### config.mk
export PLATFORM = sky130hd
export DESIGN_NAME = timer_bank
export DESIGN_NICKNAME = d
export VERILOG_FILES = /design/src/rtl/timer_bank.sv
export SDC_FILE = /design/constraint.sdc
export NUM_CORES = 1
export LEC_CHECK = 0
export ABC_AREA = 1
export BUFFER_PORTS_ARGS = -buffer_cell sky130_fd_sc_hd__buf_2
export CORE_ASPECT_RATIO = 0.9
export CORE_MARGIN = 2
export CORE_UTILIZATION = 57
export CTS_CLUSTER_DIAMETER = 150
export DETAILED_ROUTE_END_ITERATION = 10
export PLACE_DENSITY = 0.75
export SYNTH_ARGS = -nofsm -noshare
export SYNTH_HDL_FRONTEND = slang
export SYNTH_SLANG_ARGS = --single-unit
### constraint.sdc
create_clock -name clock -period 3.1 [get_ports clock]
set_clock_uncertainty 0.05 [all_clocks]
set_input_delay 0.465 -clock clock [delete_from_list [all_inputs] [get_ports clock]]
set_output_delay 0.465 -clock clock [all_outputs]
set_load 0.05 [all_outputs]
### src/rtl/timer_bank.sv
// rtl/timer_bank.sv - prescaled multi-channel countdown timer bank with MMIO registers
// Optional channel-0 watchdog reset request: define TIMER_BANK_WATCHDOG_EN.
module timer_bank #(
    parameter int CHANNEL_COUNT  = 4,
    parameter int COUNTER_WIDTH  = 32,
    parameter int PRESCALE_WIDTH = 16
) (
    input  logic                     clock,
    input  logic                     resetActiveLow,
    input  logic                     ioWriteValid,
    input  logic [7:0]               ioWriteAddress,
    input  logic [31:0]              ioWriteData,
    input  logic                     ioReadValid,
    input  logic [7:0]               ioReadAddress,
    output logic [31:0]              ioReadData,
    output logic                     ioReadValidData,
    output logic [CHANNEL_COUNT-1:0] channelPending,
    output logic                     timerInterrupt,
    output logic                     systemResetRequest
);
    localparam logic [4:0] CHANNEL_LIMIT = 5'(CHANNEL_COUNT);

    logic [PRESCALE_WIDTH-1:0] prescaleReg;
    logic [PRESCALE_WIDTH-1:0] prescaleCount;
    logic                      tickArmed;
    logic                      tick;
    logic [CHANNEL_COUNT-1:0]  irqMask;
    logic [CHANNEL_COUNT-1:0]  pending;
    logic [CHANNEL_COUNT-1:0]  ctrlEnable;
    logic [CHANNEL_COUNT-1:0]  ctrlPeriodic;
    logic [COUNTER_WIDTH-1:0]  reloadReg [CHANNEL_COUNT];
    logic [COUNTER_WIDTH-1:0]  countReg  [CHANNEL_COUNT];

    logic [3:0]                wrChannel;
    logic [3:0]                rdChannel;
    logic                      wrChannelValid;
    logic                      rdChannelValid;
    logic                      wrPrescale;
    logic                      wrStatus;
    logic                      wrMask;
    logic [CHANNEL_COUNT-1:0]  wrCtrl;
    logic [CHANNEL_COUNT-1:0]  wrReload;
    logic [CHANNEL_COUNT-1:0]  expire;
    logic [CHANNEL_COUNT-1:0]  statusClear;
    logic [31:0]               readMux;
    logic                      unusedBits;

    assign unusedBits = ^ioWriteData;

    // Channel n lives at 0x10 + 0x10*n, so the upper nibble minus one is the index.
    assign wrChannel      = ioWriteAddress[7:4] - 4'd1;
    assign rdChannel      = ioReadAddress[7:4] - 4'd1;
    assign wrChannelValid = (ioWriteAddress[7:4] != 4'd0) && ({1'b0, wrChannel} < CHANNEL_LIMIT);
    assign rdChannelValid = (ioReadAddress[7:4] != 4'd0) && ({1'b0, rdChannel} < CHANNEL_LIMIT);

    assign wrPrescale  = ioWriteValid && (ioWriteAddress == 8'h00);
    assign wrStatus    = ioWriteValid && (ioWriteAddress == 8'h04);
    assign wrMask      = ioWriteValid && (ioWriteAddress == 8'h08);
    assign statusClear = wrStatus ? ioWriteData[CHANNEL_COUNT-1:0] : '0;

    assign tick           = tickArmed && (prescaleCount == prescaleReg);
    assign channelPending = pending;

    always_comb begin
        wrCtrl   = '0;
        wrReload = '0;
        expire   = '0;
        for (int n = 0; n < CHANNEL_COUNT; n++) begin
            wrCtrl[n]   = ioWriteValid && wrChannelValid && (wrChannel == 4'(n))
                          && (ioWriteAddress[3:0] == 4'h0);
            wrReload[n] = ioWriteValid && wrChannelValid && (wrChannel == 4'(n))
                          && (ioWriteAddress[3:0] == 4'h4);
            expire[n]   = tick && ctrlEnable[n] && !wrCtrl[n] && !wrReload[n]
                          && (countReg[n] == '0);
        end
    end

    // tickArmed keeps the first cycle after reset release tick-free.
    always_ff @(posedge clock or negedge resetActiveLow) begin
        if (!resetActiveLow) begin
            prescaleReg   <= '0;
            prescaleCount <= '0;
            tickArmed     <= 1'b0;
            irqMask       <= '0;
        end else begin
            tickArmed <= 1'b1;
            if (wrPrescale) begin
                prescaleReg   <= ioWriteData[PRESCALE_WIDTH-1:0];
                prescaleCount <= '0;
            end else if (tickArmed) begin
                prescaleCount <= tick ? '0 : prescaleCount + PRESCALE_WIDTH'(1);
            end
            if (wrMask) begin
                irqMask <= ioWriteData[CHANNEL_COUNT-1:0];
            end
        end
    end

    always_ff @(posedge clock or negedge resetActiveLow) begin
        if (!resetActiveLow) begin
            ctrlEnable   <= '0;
            ctrlPeriodic <= '0;
            pending      <= '0;
            for (int n = 0; n < CHANNEL_COUNT; n++) begin
                reloadReg[n] <= '0;
                countReg[n]  <= '0;
            end
        end else begin
            pending <= (pending & ~statusClear) | expire;
            for (int n = 0; n < CHANNEL_COUNT; n++) begin
                if (wrCtrl[n]) begin
                    ctrlEnable[n]   <= ioWriteData[0];
                    ctrlPeriodic[n] <= ioWriteData[1];
                    if (ioWriteData[0] && !ctrlEnable[n]) begin
                        countReg[n] <= reloadReg[n];
                    end
                end else if (wrReload[n]) begin
                    reloadReg[n] <= ioWriteData[COUNTER_WIDTH-1:0];
                end else if (tick && ctrlEnable[n]) begin
                    if (countReg[n] != '0) begin
                        countReg[n] <= countReg[n] - COUNTER_WIDTH'(1);
                    end else if (ctrlPeriodic[n]) begin
                        countReg[n] <= reloadReg[n];
                    end else begin
                        ctrlEnable[n] <= 1'b0;
                    end
                end
            end
        end
    end

`ifdef TIMER_BANK_WATCHDOG_EN
    // A second channel-0 expiry before software acknowledged the first means a hung system.
    always_ff @(posedge clock or negedge resetActiveLow) begin
        if (!resetActiveLow) begin
            systemResetRequest <= 1'b0;
        end else if (expire[0] && pending[0]) begin
            systemResetRequest <= 1'b1;
        end
    end
`else
    assign systemResetRequest = 1'b0;
`endif

    always_comb begin
        readMux = '0;
        case (ioReadAddress)
            8'h00:   readMux = 32'(prescaleReg);
            8'h04:   readMux = 32'(pending);
            8'h08:   readMux = 32'(irqMask);
            default: readMux = '0;
        endcase
        if (rdChannelValid) begin
            for (int n = 0; n < CHANNEL_COUNT; n++) begin
                if (rdChannel == 4'(n)) begin
                    case (ioReadAddress[3:0])
                        4'h0:    readMux = 32'({ctrlPeriodic[n], ctrlEnable[n]});
                        4'h4:    readMux = 32'(reloadReg[n]);
                        4'h8:    readMux = 32'(countReg[n]);
                        default: readMux = '0;
                    endcase
                end
            end
        end
    end

    always_ff @(posedge clock or negedge resetActiveLow) begin
        if (!resetActiveLow) begin
            ioReadData      <= '0;
            ioReadValidData <= 1'b0;
            timerInterrupt  <= 1'b0;
        end else begin
            ioReadValidData <= ioReadValid;
            if (ioReadValid) begin
                ioReadData <= readMux;
            end
            timerInterrupt <= |(pending & irqMask);
        end
    end
endmodule

==> out/metrics.csv <==
stage;metric;value;unit
power;NetSw;7.43;mW
place;cell total after placement;3707;
timing;period utilisation layout;88.1;%
setup_path;crit end category;register;
place;post-DP HPWL;63500;um
global_routing;first-pass GRT wire length;128000;um
global_routing;met3 track demand over resource;10.7;%
timing;setup TNS;0;ns
global_routing;GR Layer Usage met1;61.3;%
power;power share of the clock group;27.3;%
global_routing;largest net degree at the start of global routing;65;
power;leak pwr;12.0;nW
die;IO Count;91;
setup_path;Crit Path Max Fanout;5;
synth;EDFF count, synth;0;
setup_path;reg2reg start;countReg[64];
cts;clk_lat worst skew;0.56;ns
timing;Tmin final;2.73;ns
die;Die ar.;39100;um^2
timing;final hold viol count;0;
layout;multi-input logic area;11000;um^2
timing;max-slew violation count;0;
power;Net Sw Frac;43.6;%
layout;# diodes;0;
cts;CTS tree;built;
cts;Max Buffers Root-to-Sink;3;
setup_path;crit path from;countReg[64];
timing;RSZ-0062 raised after global routing;no;
die;die width;208;um
timing;f_max;0.366;GHz
synth;Syn Std Cell Area;21400;um^2
power;Cell Pwr Density;722;nW/um^2
global_routing;gr usage total;43.0;%
hold_path;worst hold start;ioWriteData[31];
hold_path;Hold/Removal Path Class;in2reg;
global_routing;grt total ovfl;0;
layout;share of post-route cells with drive strength above 1;8.94;%
synth;syn nets;3267;
setup_path;r2r endpoint;countReg[90];
synth;Post-synth ARST share;100;%
die;Die H;188;um
cts;clock-pin slew on the worst setup and hold paths;0.06;ns
power;peak supply drop;0.000960;V
layout;fin cells;3773;
layout;Register Area;8480;um^2
layout;most common cell after layout, fill and taps aside;nand2_1;
hold_path;hold endpoint;reloadReg[95];
setup_path;WS Path Type;reg2reg;
place;number of port buffers;89;
global_routing;global route hottest layer;met2;
power;internal power;9.59;mW
synth;cells after synthesis;3206;
synth;flop and latch count out of synthesis;339;
synth;Synth cell types;49;
setup_path;R2R depth;9;
die;core footprint;37100;um^2
setup_path;Worst Path Arrival;3.11;ns
routing;DR iter-0 viols;3204;
run_status;outcome;finished, final reports clean;
layout;highest-count cells in the layout ignoring fill and taps;nand2_1 (1253), dfrtp_1 (339), nor2_1 (333);
synth;Mean Syn Cell Area;6.67;um^2
power;sequential share of power;31.7;%
routing;Post-DRT Antenna Nets;0;
routing;via/cell ratio;5.99;
cts;H-tree levels;2;
routing;Pre-antenna DRT Iters;8;
die;# rows;67;
setup_path;startpoint types;register;
global_routing;met2 Track Usage GR;61.6;%
global_routing;initial antenna violation count;0;
power;total power;17.0;mW
run;MaxCap Viol Count;0;
hold_path;WHS Path Cells;3;
cts;clock sink count;339;
die;starting density of the core;57.6;%
routing;final WL;84000;um
synth;warning count from the yosys run;0;
routing;DR vias;22600;
cts;total CTS buffers;39;
setup_path;WP data required;3.48;ns
timing;max_slew headroom;12.8;%
synth;Top FF cell, synth;dfrtp_1;
timing;setup violators final;0;
cts;Post-CTS Resized;0;
layout;Util after Layout;63.4;%
setup_path;R2R Setup Slk;0.37;ns
timing;Worst-Margin Slew;1.30;ns
place;routability congestion estimate;1.04;
timing;Hold Slack;0.0889;ns
synth;register area share after synthesis;39.7;%
global_routing;vias in the first global route;21000;
layout;fin nets;3327;
layout;Filler Cell Count;3407;
power;Gate power share;41.0;%
layout;area grow syn2layout;10.2;%
routing;Avg WL per Cell;22.3;um
routing;DRC viols;0;
cts;CTS Root Cell;clkbuf_16;
## cell families (layout without fill, tap and decap cells)
logic type | after synthesis | after routing | share of synthesized area [%]
flops | 339 | 339 | 39.7
xor+xnor | 69 | 69 | 2.83
compound gates | 512 | 512 | 13.3
other cells | 2 | 2 | 0.0351
fa+ha+maj | 9 | 9 | 0.527
simple gates | 1824 | 1824 | 34.7
buf+inv | 451 | 535 | 8.91
## cell type report
type                    count  area share [%]
flip-flops and latches    339            36.0
well taps                 483            2.56
clock buffers              53            4.63
inverters                 327            5.23
repair buffers            143            4.14
multi-input cells        2416            46.8
clock inverters            12           0.648
## stage by stage
| stage | area, um^2 | worst slack [ns] |
|---|---|---|
| final | 23600 | 0.370 |
| after global routing | 23600 | 0.231 |
| after CTS | 23600 | 0.531 |
| after detailed placement | 22300 | 0.326 |
| after global placement | 22300 | 0.386 |
| after floorplan | 21400 | 1.26 |
## power by group through the flow
stage | logic (mW) | registers, mW | clock network [mW]
after floorplan | 4.61 | 5.28 | 0
after global placement | 6.52 | 5.41 | 0
after detailed placement | 6.62 | 5.42 | 0
after CTS | 6.66 | 5.36 | 4.67
after global routing | 7.71 | 5.43 | 4.82
final | 6.98 | 5.39 | 4.65
## how the worst max path moves through the flow
stage | end | cells after the start
floorplan | countReg[48] | 9
global placement | ioReadData[3] | 10
detailed placement | ioReadData[13] | 10
CTS | countReg[90] | 9
global route | countReg[90] | 9
finish | countReg[90] | 9
## layer usage
layer	share of wire (%)	wire length (um)
met4	5.9	4960
met3	13	11000
met5	0	0
met1	40	33800
met2	41	34200
## sequential cells by signal, indices dropped and copies added, names as in the netlist
register         cells
tickArmed            1
ioReadData          32
countReg           128
ioReadValidData      1
ctrlPeriodic         4
prescaleCount       16
ctrlEnable           4
reloadReg          128
prescaleReg         16
timerInterrupt       1
irqMask              4
channelPending       4
## Yosys cell counts, drive strengths merged (2+ instances only)
library cell / instances / area share, %
a21oi: 44 / 1.1
a221oi: 6 / 0.25
a31oi: 25 / 0.73
buf: 73 / 2.3
clkbuf: 51 / 0.90
clkinv: 3 / 0.059
conb: 2 / 0.035
dfrtp: 339 / 40
ha: 9 / 0.53
inv: 324 / 5.7
nand2: 1262 / 22
nand3: 123 / 3.0
nand3b: 4 / 0.16
nand4: 37 / 1.3
nor2: 367 / 7.1
nor3: 25 / 0.68
o211ai: 11 / 0.39
o21ai: 350 / 8.4
o221ai: 23 / 0.94
o22ai: 50 / 1.5
or2: 3 / 0.088
xnor2: 6 / 0.25
xor2: 63 / 2.6
## critical path, stage by stage, from the launching register on
cell,delay [ns]
dfrtp_1,0.38
inv_1,0.17
ha_1,0.35
nand3_1,0.33
nor2_1,0.51
nand2_1,0.28
o21ai_0,0.25
nand3_1,0.09
o21ai_0,0.10
o21ai_0,0.11
## repair_timing
item                      CTS  global route
hold endpoints to repair   52             0
hold buffers                1             0
setup buffers               0             0
Power figures use the tool's default switching activity.
